### config.mk
export PLATFORM = sky130hd
export DESIGN_NAME = sequential_right_shifter
export DESIGN_NICKNAME = d
export VERILOG_FILES = /design/src/rtl/sequential_right_shifter.sv
export SDC_FILE = /design/constraint.sdc
export NUM_CORES = 1
export LEC_CHECK = 0
export BUFFER_PORTS_ARGS = -buffer_cell sky130_fd_sc_hd__buf_4
export CORE_MARGIN = 3
export CORE_UTILIZATION = 31
export CTS_CLUSTER_SIZE = 25
export DETAILED_ROUTE_END_ITERATION = 8
export GPL_TIMING_DRIVEN = 0
export PLACE_DENSITY = 0.5
export SKIP_CTS_REPAIR_TIMING = 1
export SLEW_MARGIN = 25
export SYNTH_ARGS = -nofsm -noshare
export SYNTH_HDL_FRONTEND = slang
export SYNTH_SLANG_ARGS = --single-unit
### constraint.sdc
create_clock -name CLK -period 2.7 [get_ports CLK]
set_input_delay 0.405 -clock CLK [delete_from_list [all_inputs] [get_ports CLK]]
set_output_delay 0.405 -clock CLK [all_outputs]
set_load 0.01 [all_outputs]
### src/rtl/sequential_right_shifter.sv
// Multi-cycle SRL/SRA unit: shifts a WIDTH-bit operand right one position per clock.
// Handshake: START is accepted only in IDLE or DONE; BUSY marks SHIFT; DONE is a one-cycle pulse.
module sequential_right_shifter #(
  parameter int WIDTH = 32,
  parameter int SHW   = 5
) (
  input  logic             CLK,
  input  logic             RST_N,
  input  logic             START,
  input  logic [WIDTH-1:0] IN,
  input  logic [SHW-1:0]   SHAMT,
  input  logic             ARITH,
  output logic             BUSY,
  output logic             DONE,
  output logic [WIDTH-1:0] OUT,
  output logic [1:0]       STATE_DBG
);

  typedef enum logic [1:0] {
    S_IDLE  = 2'd0,
    S_SHIFT = 2'd1,
    S_DONE  = 2'd2
  } state_t;

  state_t           state, state_next;
  logic [WIDTH-1:0] dreg, dreg_next;
  logic [SHW-1:0]   cnt, cnt_next;
  logic             mode, mode_next;
  logic [WIDTH-1:0] out_q, out_next;
  logic             fill;

  always_ff @(posedge CLK or negedge RST_N) begin
    if (!RST_N) begin
      state <= S_IDLE;
      dreg  <= '0;
      cnt   <= '0;
      mode  <= 1'b0;
      out_q <= '0;
    end else begin
      state <= state_next;
      dreg  <= dreg_next;
      cnt   <= cnt_next;
      mode  <= mode_next;
      out_q <= out_next;
    end
  end

  // The MSB never changes during SRA, so using the live MSB as fill replicates the sign.
  assign fill = mode ? dreg[WIDTH-1] : 1'b0;

  always_comb begin
    state_next = state;
    dreg_next  = dreg;
    cnt_next   = cnt;
    mode_next  = mode;
    out_next   = out_q;
    case (state)
      S_IDLE, S_DONE: begin
        if (START) begin
          dreg_next  = IN;
          cnt_next   = SHAMT;
          mode_next  = ARITH;
          state_next = S_SHIFT;
        end else begin
          state_next = S_IDLE;
        end
      end
      S_SHIFT: begin
        // START is deliberately not looked at here: requests during a shift are dropped.
        if (cnt != '0) begin
          dreg_next = {fill, dreg[WIDTH-1:1]};
          cnt_next  = cnt - SHW'(1);
        end else begin
          out_next   = dreg;
          state_next = S_DONE;
        end
      end
      default: state_next = S_IDLE;
    endcase
  end

  assign BUSY      = (state == S_SHIFT);
  assign DONE      = (state == S_DONE);
  assign OUT       = out_q;
  assign STATE_DBG = state;

endmodule
After elaboration in Yosys (flattened, before gate mapping)
Cells that the tools add are included.
{ "totals": {"ff_bits": 72, "input_bits": 41, "out_inout_bits": 36, "word_cells": 32} }
{ "classes": {"addsub": 1, "n_eq_ne": 6, "muxes": 10, "bitwise_logic": 1, "n_reduce_logical": 8} }
{ "op_table": {"columns": ["op", "n"], "rows": [
  ["$mux 32", 2],
  ["$pmux 32 s2", 1],
  ["$mux 5", 2],
  ["$pmux 5 s2", 1],
  ["$ne 2x2->1 const B", 3],
  ["$reduce_bool 5->1", 1],
  ["$sub 5x1->5 const B", 1],
  ["$pmux 2 s2", 1],
  ["$reduce_and 2->1", 2],
  ["$reduce_and 4->1", 1],
  ["$reduce_and 3->1", 1],
  ["$eq 2x1->1 const B", 1],
  ["$eq 2x2->1 const B", 1],
  ["$logic_not 2->1", 1],
  ["$mux 1", 2],
  ["$mux 2", 1],
  ["$ne 2x1->1 const B", 1],
  ["$reduce_bool 2->1", 1],
  ["$reduce_or 2->1", 1],
  ["$not 1->1", 1]
]} }

Logic depth before layout (Yosys ltp)
Gate-level depths: netlist of run 1.
{ "logic_depth": {"ltp_word": 4, "mapped_depth": 7, "depth_no_buf": 6} }

Worst setup path after synthesis of run 1
Ideal clock, no wire load.
{ "synth_timing": {"path_type": "register -> register", "startpoint": "register cnt[0]", "endpoint": "register dreg[10]", "setup_ns": 0.125, "arrival_time_ns": 1.829, "required_ns": 2.575, "setup_slack_ns": 0.746, "path_stages_with_launch": 8, "period_less_slack_ns": 1.954, "path_cell_list": "dfrtp_1 -> inv_1 -> ha_1 -> or4b_4 -> a21oi_4 -> inv_2 -> buf_6 -> mux2_4"} }
{ "synth_via": {"elab_chain_len": 3} }
{ "synth_rtl": {"columns": ["item", "line", "text"], "rows": [
  ["start: declaration", "27", "logic [SHW-1:0] cnt, cnt_next;"],
  ["start signal: assignment", "42", "cnt <= cnt_next;"],
  ["$reduce_bool 5->1", "70", "if (cnt != '0) begin"],
  ["$ne 2x1->1 (no source line)", null, null],
  ["$reduce_and 3->1 (no source line)", null, null],
  ["end signal: assignment", "41", "dreg <= dreg_next;"],
  ["end: declaration", "26", "logic [WIDTH-1:0] dreg, dreg_next;"]
]} }
No other way between the ends.
A chain may end at the register's enable or synchronous reset.

Final worst setup path of run 1
{ "layout_timing": {"startpoint": "register state[1] (netlist: STATE_DBG[1])", "endpoint": "output port BUSY"} }
{ "layout_via": {"elab_chain_len": 1} }
{ "layout_rtl": {"columns": ["item", "line", "text"], "rows": [
  ["start: declaration", "25", "state_t state, state_next;"],
  ["start signal: assignment", "40", "state <= state_next;"],
  ["$eq 2x1->1", "82", "assign BUSY = (state == S_SHIFT);"],
  ["end: declaration", "13", "output logic BUSY,"]
]} }
No other way between the ends.

==> results.md, run 1 <==
* Worst vdd ir at 0.000427 V
* Main synth FF type: dfrtp_1
* Design area at 0.00427 mm²
* Total track usage at 12.4%
* DRC violation count after routing at 0
* Min setup slack post-route at 0.388 ns
* Post-synth top area cell: dfrtp_1
* Final GP Congestion at 0.824
* Arrival @ worst endpoint at 1.91 ns
* Synth Register Bits at 72
* Largest net degree at the start of global routing at 73
* Hold Fails Final Rpt at 0
* IO buf count at 76
* Synth area leaders: dfrtp_1, mux2_2, mux2_4
* Clock sink count at 72
* Slew Limit Headroom at 56.6%
* Initial antenna violation count at 0
* # diodes at 0
* Layout Area Growth over Synthesis at 29.2%
* Clock transition at the registers of the reported paths at 0.09 ns
* Synth Warn # at 0
* H-tree Lvls at 3
* Remaining Overflow, GRT at 0
* Type of the tightest min-delay check: input port to async pin
* Max Cap Viol at 0
* Initial core utilization at 32.0%
* Antenna Nets Post-Route at 0
* Die H at 109 µm
* Placed instance area at 0.00404 mm²
* Synth Area per Inst at 15.1 µm²
* Post-synth EDFFs at 0
* Syn Nets at 260
* Post-Synthesis Cells at 218
* Fin crit period at 2.31 ns
* Crit end category: primary output
* Final Max Slew Viols at 0
* Total die area at 0.0119 mm²
* Final setup fails at 0
* Total CTS buffers at 9
* First-pass DRT Iterations at 4
* Kind of critical path: flip-flop to primary output
* Fmax at 433 MHz
* Pre-CTS WS at 0.510 ns
* Dpl hpwl at 4660 µm
* Vias in the first global route at 2139
* DRT iter0 DRCs at 40
* Final Skew at 0.0109 ns
* CTS Root Cell: clkbuf_8
* Routed WL at 6860 µm
* Ys async rst share at 100%
* Mapped Area at 0.00330 mm²
* Pwr dens at 1280 mW/mm²
* Setup TNS at 0 ns
* Fill cell count at 999
* Longest Clk Path Bufs at 2
* IO Pins at 77
* Clk_lat worst skew at 0.35 ns
* Data required time of the critical path at 2.30 ns
* Netlist cell types at 31
* Unrepaired setup endpoints after global routing: false
* DIE WIDTH at 109 µm
* Pleak at 2.05 nW
* Row cnt at 37
* Core Area at 0.0103 mm²
* Final net count at 347
* DR vias/cell at 4.52
* Routed len/inst at 15.4 µm
* Share of cells above drive strength 1 at 63.9%
* Fin crit share at 85.6%
* CP startpoint kind: flip-flop
* CTS tree: done
* First-pass GRT wire length at 11200 µm
* Share of the synthesized area in the top cell type at 54.6%
* Worst Tran Pin Value at 0.650 ns
* Most numerous cell in the Yosys netlist: dfrtp_1
* Seq/Total Area, Yosys at 54.6%
* Routed vias at 2016
* Status: complete, no violations
* Post-synth top cells: dfrtp_1, mux2_2, mux2_4
* Critical-path maximum fanout at 10
## registers in the layout (all words and copies together), names as in the netlist
register / count
OUT: 32
dreg: 32
cnt: 5
STATE_DBG: 2
mode: 1
## stage by stage
step | util, % | hold WS, ns | instances | power [mW]
2_1_floorplan | - | 0.109 | 218 | 3.78
3_3_place_gp | 39.1 | 0.472 | 430 | 4.55
3_5_place_dp | 39.1 | 0.475 | 430 | 4.58
4_1_cts | 41.3 | 0.222 | 446 | 5.56
5_1_grt | 41.3 | 0.106 | 446 | 5.86
6_report | 41.3 | 0.0567 | 446 | 5.46
## cell usage in the layout, fill, tap and decap left out
master / Yosys / layout
nand3b_1: 1 / 1
mux2_1: 3 / 3
o21ai_1: 1 / 1
or4b_4: 1 / 1
o21ai_0: 3 / 3
a211oi_1: 2 / 2
buf_6: 3 / 4
clkinv_4: 0 / 3
clkbuf_8: 0 / 9
nor3_1: 1 / 1
a311oi_1: 1 / 1
a21oi_4: 1 / 1
or3b_2: 1 / 1
buf_2: 7 / 7
mux2_4: 27 / 27
nor2_1: 2 / 2
nand2b_2: 1 / 1
dfrtp_1: 72 / 72
or2_2: 1 / 1
a41oi_1: 1 / 1
a32oi_1: 1 / 1
nand2b_1: 1 / 1
a21oi_1: 1 / 1
inv_1: 6 / 6
mux2i_1: 3 / 3
nor3b_1: 1 / 1
clkinv_2: 0 / 2
nand2_1: 5 / 5
buf_4: 0 / 75
bufinv_16: 0 / 2
inv_2: 1 / 1
mux2_2: 63 / 63
ha_1: 1 / 1
nor2b_1: 2 / 2
nor4b_1: 1 / 1
o22ai_1: 3 / 3
## area by class of cell
class                   instances  area [µm²]  share of cell area [%]
multi-input cells             129        1400                    32.9
well taps                     136         170                    3.99
flip-flops and latches         72        1800                    42.2
inverters                       7        26.3                   0.616
clock inverters                 7        96.3                    2.26
repair buffers                 76         574                    13.5
clock buffers                   9         124                    2.90
plain buffers                  10        68.8                    1.61
## critical path, stage by stage, from the launching register on
cell and delay (ns):
dfrtp_1 0.44, nand2b_2 0.26, inv_1 0.13, buf_2 0.26, buf_2 0.30, buf_4 0.17
## cell families after synthesis
group / share of synthesized area [%]
AO/OA/AOI/OAI: 3.07
multiplexers: 35.7
buffers and inverters: 2.88
adder cells (fa/ha/maj): 0.379
flip-flops: 54.6
AND/OR/NAND/NOR: 3.37
## worst paths after layout
kind | startpoint | end | slack, ns | cells past startpoint
hold reg to reg | mode | mode | 0.50 | 2
setup reg to reg | cnt[0] | dreg[19] | 0.52 | 7
hold / removal | RST_N | cnt[4] | 0.06 | 1
min in group CLK | ARITH | mode | 0.26 | 3
max in group asynchronous | RST_N | OUT[24] | 2.19 | 1
setup / recovery | STATE_DBG[1] | BUSY | 0.39 | 5
## report_power, final
part	leakage [nW]	switching, mW	internal [mW]	total [mW]
combinational	1.06	0.936	1.59	2.53
clock	0.113	0.427	0.522	0.949
sequential	0.876	0.361	1.62	1.98
total	2.05	1.73	3.74	5.46
## routing by layer
layer | global-route usage, % | up-vias | share of wire (%) | wire [µm]
li1 | - | 962 | - | -
met1 | 17.0 | 990 | 48 | 3270
met2 | 18.7 | 55 | 45 | 3100
met3 | 4.09 | 9 | 5.9 | 402
met4 | 3.74 | 0 | 1.2 | 83
met5 | 0 | - | 0 | 0
Note: power is estimated with default switching activity, not from simulation.
==> inputs of run 2 (changes only) <==
--- a/config.mk
+++ b/config.mk
@@ -6,12 +6,14 @@
 export NUM_CORES = 1
 export LEC_CHECK = 0
 export BUFFER_PORTS_ARGS = -buffer_cell sky130_fd_sc_hd__buf_4
+export CAP_MARGIN = 20
 export CORE_MARGIN = 3
 export CORE_UTILIZATION = 31
 export CTS_CLUSTER_SIZE = 25
 export DETAILED_ROUTE_END_ITERATION = 8
 export GPL_TIMING_DRIVEN = 0
 export PLACE_DENSITY = 0.5
+export RECOVER_POWER = 50
 export SKIP_CTS_REPAIR_TIMING = 1
 export SLEW_MARGIN = 25
 export SYNTH_ARGS = -nofsm -noshare
==> run 2 against run 1 <==
  * The flow now finishes with violations (max-capacitance violations, max-slew violations)
  * Register-to-register slack barely moved
  * Critical path type unchanged
  * Count of clock-buffer cells in the layout did not move
  * Critical path depth did not move
  * Non-clock buffer count did not move
  * Clock skew barely moved
  * Wire length fell by 0.13%
  * Setup slack got worse by 0.0040 ns
  * Final area fell by 1.7%
  * Core utilization fell by 0.72 points
==> results.md, run 2 (synthesized netlist as in run 1, its figures left out) <==
* Pleak at 1.98 nW (-3.5%)
* Hold path depth at 3
* DRC violation count after routing at 0 (unchanged)
* Initial core utilization at 32.0% (unchanged)
* Slew Limit Headroom at -18.2% (-75 points)
* Fill cell count at 1013 (+1.4%)
* Multi-input logic area at 0.00140 mm² (unchanged)
* Min setup slack post-route at 0.384 ns (-0.00396 ns)
* R2R setup slack at 0.52 ns (about the same)
* Pre-CTS WS at 0.510 ns (unchanged)
* # diodes at 0 (unchanged)
* Routed WL at 6850 µm (-0.13%)
* Hold slack at 0.267 ns (+0.211 ns)
* Longest Clk Path Bufs at 2 (unchanged)
* Worst Tran Pin Value at 1.77 ns (+1.12 ns)
* Layout Area Growth over Synthesis at 27.0%
* Dpl hpwl at 4660 µm (unchanged)
* Reg2reg end: dreg[19]
* Fmax at 432 MHz (-0.17%)
* Initial antenna violation count at 0 (unchanged)
* DIE WIDTH at 109 µm (unchanged)
* Min-delay src: ARITH
* Post-layout util at 40.6% (-0.72 points)
* Arrival @ worst endpoint at 1.91 ns (about the same)
* Die H at 109 µm (unchanged)
* Status: complete, but fails checks
* Clock transition at the registers of the reported paths at 0.08 ns (about the same)
* DRT iter0 DRCs at 40 (unchanged)
* H-tree Lvls at 3 (unchanged)
* Fin crit period at 2.32 ns (+0.00396 ns)
* Clk_lat worst skew at 0.35 ns (about the same)
* Worst vdd ir at 0.000427 V (about the same)
* Worst reg2reg path depth at 7 (unchanged)
* DR vias/cell at 4.52 (about the same)
* Final setup fails at 0 (unchanged)
* IO Pins at 77 (unchanged)
* Final GP Congestion at 0.824 (unchanged)
* CTS tree: done
* Antenna Nets Post-Route at 0 (unchanged)
* Largest net degree at the start of global routing at 73 (unchanged)
* Crit end category: primary output
* Total track usage at 12.4% (unchanged)
* Total CTS buffers at 9 (unchanged)
* Critical-path maximum fanout at 10 (unchanged)
* Reg area at 0.00180 mm² (unchanged)
* Unrepaired setup endpoints after global routing: false
* First-pass GRT wire length at 11200 µm (unchanged)
* Final Max Slew Viols at 73 (+73)
* CTS Root Cell: clkbuf_8
* IO buf count at 76 (unchanged)
* Total die area at 0.0119 mm² (unchanged)
* Share of cells above drive strength 1 at 58.1% (-5.8 points)
* Failing checks: max-capacitance violations, max-slew violations
* Critical R2R Launch: cnt[0]
* Most common cell after layout, fill and taps aside: dfrtp_1
* Hold path endpoint: mode
* Routed len/inst at 15.4 µm (-0.13%)
* Hold Fails Final Rpt at 0 (unchanged)
* Most frequent cells in the layout: dfrtp_1, mux2_2, buf_4
* First-pass DRT Iterations at 4 (unchanged)
* Max Cap Viol at 1 (+1)
* Data required time of the critical path at 2.30 ns (about the same)
* Remaining Overflow, GRT at 0 (unchanged)
* Type of the tightest min-delay check: input port to flip-flop
* Kind of critical path: flip-flop to primary output
* CP startpoint kind: flip-flop
* Final Skew at 0.0109 ns (+0.0000338 ns)
* Row cnt at 37 (unchanged)
* Routed vias at 2015 (-0.050%)
* Setup TNS at 0 ns (unchanged)
* Final net count at 347 (unchanged)
* Pwr dens at 1280 mW/mm² (-0.14%)
* Clock sink count at 72 (unchanged)
* Fin crit share at 85.8% (+0.15 points)
* Core Area at 0.0103 mm² (unchanged)
* Total power at 5.36 mW (-1.9%)
* Vias in the first global route at 2139 (unchanged)
-- run 2: cell count changes in the layout (fill, tap and decap cells not counted), sizes merged --
cell / before / now
clkbuf: 9 / 28
buf: 86 / 67
-- run 2: per-stage QoR --
step                cell area, µm²  cells
floorplan                     3300    218
global placement              4040    430
detailed placement            4040    430
CTS                           4260    446
global route                  4190    446
finish                        4190    446
-- run 2: layout make-up --
type	count	share of cell area [%]
Timing Repair Buffer	76	11.9
Clock inverter	7	2.30
Tap cell	136	4.06
Sequential cell	72	43.0
Buffer	10	1.64
Inverter	7	0.627
Clock buffer	9	2.96
Multi-Input combinational cell	129	33.5
-- run 2: worst max path at each step --
stage	endpoint	startpoint	slack [ns]
2_1_floorplan	dreg[10]	cnt[0]	0.75
3_3_place_gp	dreg[19]	STATE_DBG[1]	0.53
3_5_place_dp	dreg[12]	STATE_DBG[1]	0.51
4_1_cts	BUSY	STATE_DBG[1]	0.32
5_1_grt	BUSY	STATE_DBG[1]	0.23
6_report	BUSY	STATE_DBG[1]	0.38
-- run 2: metal layers --
layer / up-vias / track usage [%] / wire (µm)
li1: 961 / - / -
met1: 990 / 17.0 / 3270
met2: 55 / 18.7 / 3090
met3: 9 / 4.09 / 407
met4: 0 / 3.74 / 83
met5: - / 0 / 0
-- run 2: power by group --
group	switching (mW)	total, mW	internal [mW]	leakage, nW
registers	0.357	1.98	1.62	0.876
clock network	0.428	0.950	0.522	0.113
logic	0.937	2.43	1.49	0.987
total	1.72	5.36	3.64	1.98
-- run 2: worst max-delay path, cell delays in order, from the launching register on --
cell and delay (ns):
dfrtp_1 0.44, nand2b_2 0.27, inv_1 0.13, buf_2 0.26
buf_2 0.30, buf_4 0.17
==> inputs of run 3 (changes only) <==
--- a/config.mk
+++ b/config.mk
@@ -5,6 +5,7 @@
 export SDC_FILE = /design/constraint.sdc
 export NUM_CORES = 1
 export LEC_CHECK = 0
+export ABC_AREA = 1
 export BUFFER_PORTS_ARGS = -buffer_cell sky130_fd_sc_hd__buf_4
 export CAP_MARGIN = 20
 export CORE_MARGIN = 3
==> run 3 against run 2 <==
  * The flow still finishes with violations (max-capacitance violations, max-slew violations)
  * Clock skew fell by 0.0039 ns
  * Highest routed layer unchanged
  * Sequential power fell by 9%
  * Die area fell by 0.93%
  * Sequential share of layout area rose by 0.84 points
  * Global-route usage rose by 2.6 points
  * Register-to-register slack improved by 0.57 ns
  * Count of clock-buffer cells in the layout rose by 1
  * Core utilization rose by 0.51 points
  * Clock power fell by 19%
  * Setup slack improved by 0.63 ns
  * Via count rose by 33%
==> results.md, run 3 <==
* Cell Count Post-Placement at 582 (+35%)
* Netlist cell types at 23 (-26%)
* Routed WL at 8180 µm (+19%)
* Hold Fails Final Rpt at 0 (unchanged)
* Clock sink count at 72 (unchanged)
* Total die area at 0.0118 mm² (-0.93%)
* Final GP Congestion at 0.764 (-7.2%)
* Unrepaired setup endpoints after global routing: false
* Total track usage at 15.0% (+2.6 points)
* Slew Limit Headroom at -20.6% (-2.4 points)
* Pwr dens at 1250 mW/mm² (-1.9%)
* Crit end category: primary output
* First-pass DRT Iterations at 4 (unchanged)
* Routed vias at 2685 (+33%)
* Most frequent cells in the layout: nand2_1, o21ai_1, dfrtp_1
* Largest stage delay on the critical path at 0.42 ns (-0.02 ns)
* Crit path cell chain: inv_1 -> nor2_8 -> buf_4
* Share of the synthesized area in the top cell type at 55.1% (+0.54 points)
* Synth area leaders: dfrtp_1, nand2_1, o21ai_1
* Total power at 5.16 mW (-3.8%)
* Main synth FF type: dfrtp_1
* Synth Register Bits at 72 (unchanged)
* Type of the tightest min-delay check: input port to flip-flop
* Seq/Total Area, Yosys at 55.1% (+0.54 points)
* Fill cell count at 1060 (+4.6%)
* # diodes at 0 (unchanged)
* Layout Area Growth over Synthesis at 25.8%
* Setup TNS at 0 ns (unchanged)
* Remaining Overflow, GRT at 0 (unchanged)
* IO Pins at 77 (unchanged)
* Post-synth top cells: nand2_1, o21ai_1, dfrtp_1
* Failing checks: max-capacitance violations, max-slew violations
* Row cnt at 36 (-2.7%)
* Fmax at 595 MHz (+38%)
* Final Skew at 0.00695 ns (-0.00395 ns)
* CTS Root Cell: clkbuf_8
* Total CTS buffers at 9 (unchanged)
* Fin crit share at 62.3% (-24 points)
* Hold slack at 0.252 ns (-0.0158 ns)
* Ys async rst share at 100% (unchanged)
* Bufs and invs on worst path at 2 (-2)
* Final net count at 502 (+45%)
* Data required time of the critical path at 2.30 ns (about the same)
* Arrival @ worst endpoint at 1.28 ns (-0.63 ns)
* Pleak at 2.03 nW (+2.9%)
* Worst Tran Pin Value at 1.81 ns (+0.0360 ns)
* Largest net degree at the start of global routing at 73 (unchanged)
* Clk_lat worst skew at 0.35 ns (about the same)
* DRC violation count after routing at 0 (unchanged)
* Initial core utilization at 32.7% (+0.71 points)
* CP startpoint kind: flip-flop
* Critical-path maximum fanout at 10 (unchanged)
* Share of cells above drive strength 1 at 24.7% (-33 points)
* Synth Area per Inst at 8.76 µm² (-42%)
* Max Cap Viol at 1 (unchanged)
* Final setup fails at 0 (unchanged)
* CTS tree: done
* Status: complete, but fails checks
* Syn Nets at 415 (+60%)
* Vias in the first global route at 2710 (+27%)
* Post-synth EDFFs at 0 (unchanged)
* Final Max Slew Viols at 73 (unchanged)
* Antenna Nets Post-Route at 0 (unchanged)
* DIE WIDTH at 109 µm (-0.47%)
* Routed len/inst at 13.7 µm (-11%)
* Die H at 109 µm (-0.47%)
* Post-Synthesis Cells at 373 (+71%)
* Initial antenna violation count at 0 (unchanged)
* Synth Warn # at 0 (unchanged)
* First-pass GRT wire length at 13600 µm (+22%)
* IO buf count at 76 (unchanged)
* DR vias/cell at 4.49 (-0.62%)
* H-tree Lvls at 3 (unchanged)
* Clock transition at the registers of the reported paths at 0.07 ns (about the same)
* Most numerous cell in the Yosys netlist: nand2_1
* Worst vdd ir at 0.000437 V (+2.5%)
* Core Area at 0.0100 mm² (-3.1%)
* Fin crit period at 1.68 ns (-0.635 ns)
* Mapped Area at 0.00327 mm² (-0.99%)
* Kind of critical path: flip-flop to primary output
* Fin cells at 598 (+34%)
* Post-synth top area cell: dfrtp_1
* Slowest library cell on the worst path: dfrtp_1
* DRT iter0 DRCs at 106 (+170%)
* Most common cell after layout, fill and taps aside: nand2_1
* Dpl hpwl at 5640 µm (+21%)
* CP delay by family, top: flip-flops
* Longest Clk Path Bufs at 2 (unchanged)
-- run 3: changes by cell type after synthesis, sizes merged, moves of 6 or more --
cell / delta
nand2: +111
o21ai: +95
mux2: -93
inv: +36
buf: +8
nand3: +7
nor2: +6
-- run 3: stage by stage --
stage / cell area [µm²] / utilization, % / worst slack (ns)
final: 4110 / 41.1 / 1.02
after CTS: 4180 / 41.8 / 1.02
after detailed placement: 4010 / 40.1 / 1.08
after global placement: 4010 / 40.1 / 1.11
after global routing: 4110 / 41.1 / 0.716
after floorplan: 3270 / - / 1.32
-- run 3: final cells by class --
cell class | count | area (µm²) | share of cell area (%)
flip-flops and latches | 72 | 1800 | 43.8
multi-input cells | 237 | 1130 | 27.5
clock inverters | 6 | 35.0 | 0.852
clock buffers | 10 | 138 | 3.35
repair buffers | 76 | 504 | 12.3
well taps | 133 | 166 | 4.05
inverters | 43 | 164 | 3.99
plain buffers | 21 | 171 | 4.17
-- run 3: kinds of logic after synthesis --
kind of cell | count (synthesis) | share of synthesized area [%]
AO/OA/AOI/OAI | 101 | 17.0
AND/OR/NAND/NOR | 135 | 17.3
adder cells (fa/ha/maj) | 1 | 0.383
flip-flops | 72 | 55.1
buffers and inverters | 64 | 10.3
-- run 3: path summary, 6_finish.rpt --
path / startpoint / endpoint / slack (ns) / cells past startpoint
max: STATE_DBG[0] / BUSY / 1.02 / 3
min: ARITH / mode / 0.25 / 3
max reg2reg: cnt[0] / dreg[0] / 1.09 / 8
min reg2reg: OUT[16] / OUT[16] / 0.48 / 2
max in group asynchronous: RST_N / cnt[4] / 1.10 / 1
min in group asynchronous: RST_N / OUT[16] / 0.55 / 1
-- run 3: per-layer routing --
| metal | routed length, µm | up-vias | global-route usage [%] |
|---|---|---|---|
| met4 | 116 | 0 | 5.95 |
| met3 | 371 | 10 | 3.20 |
| met1 | 4020 | 1256 | 20.9 |
| met5 | 0 | - | 0 |
| li1 | - | 1358 | - |
| met2 | 3680 | 61 | 22.6 |
-- run 3: tightest hold or removal path: cells and delay by family --
family	cells	cell delay (ns)
buffers and inverters	1	0.08
and+or+nand+nor	2	0.08
-- run 3: report_power, final --
group	switching [mW]	internal, mW
clock network	0.417	0.352
logic	1.57	1.00
registers	0.230	1.58
total	2.22	2.94
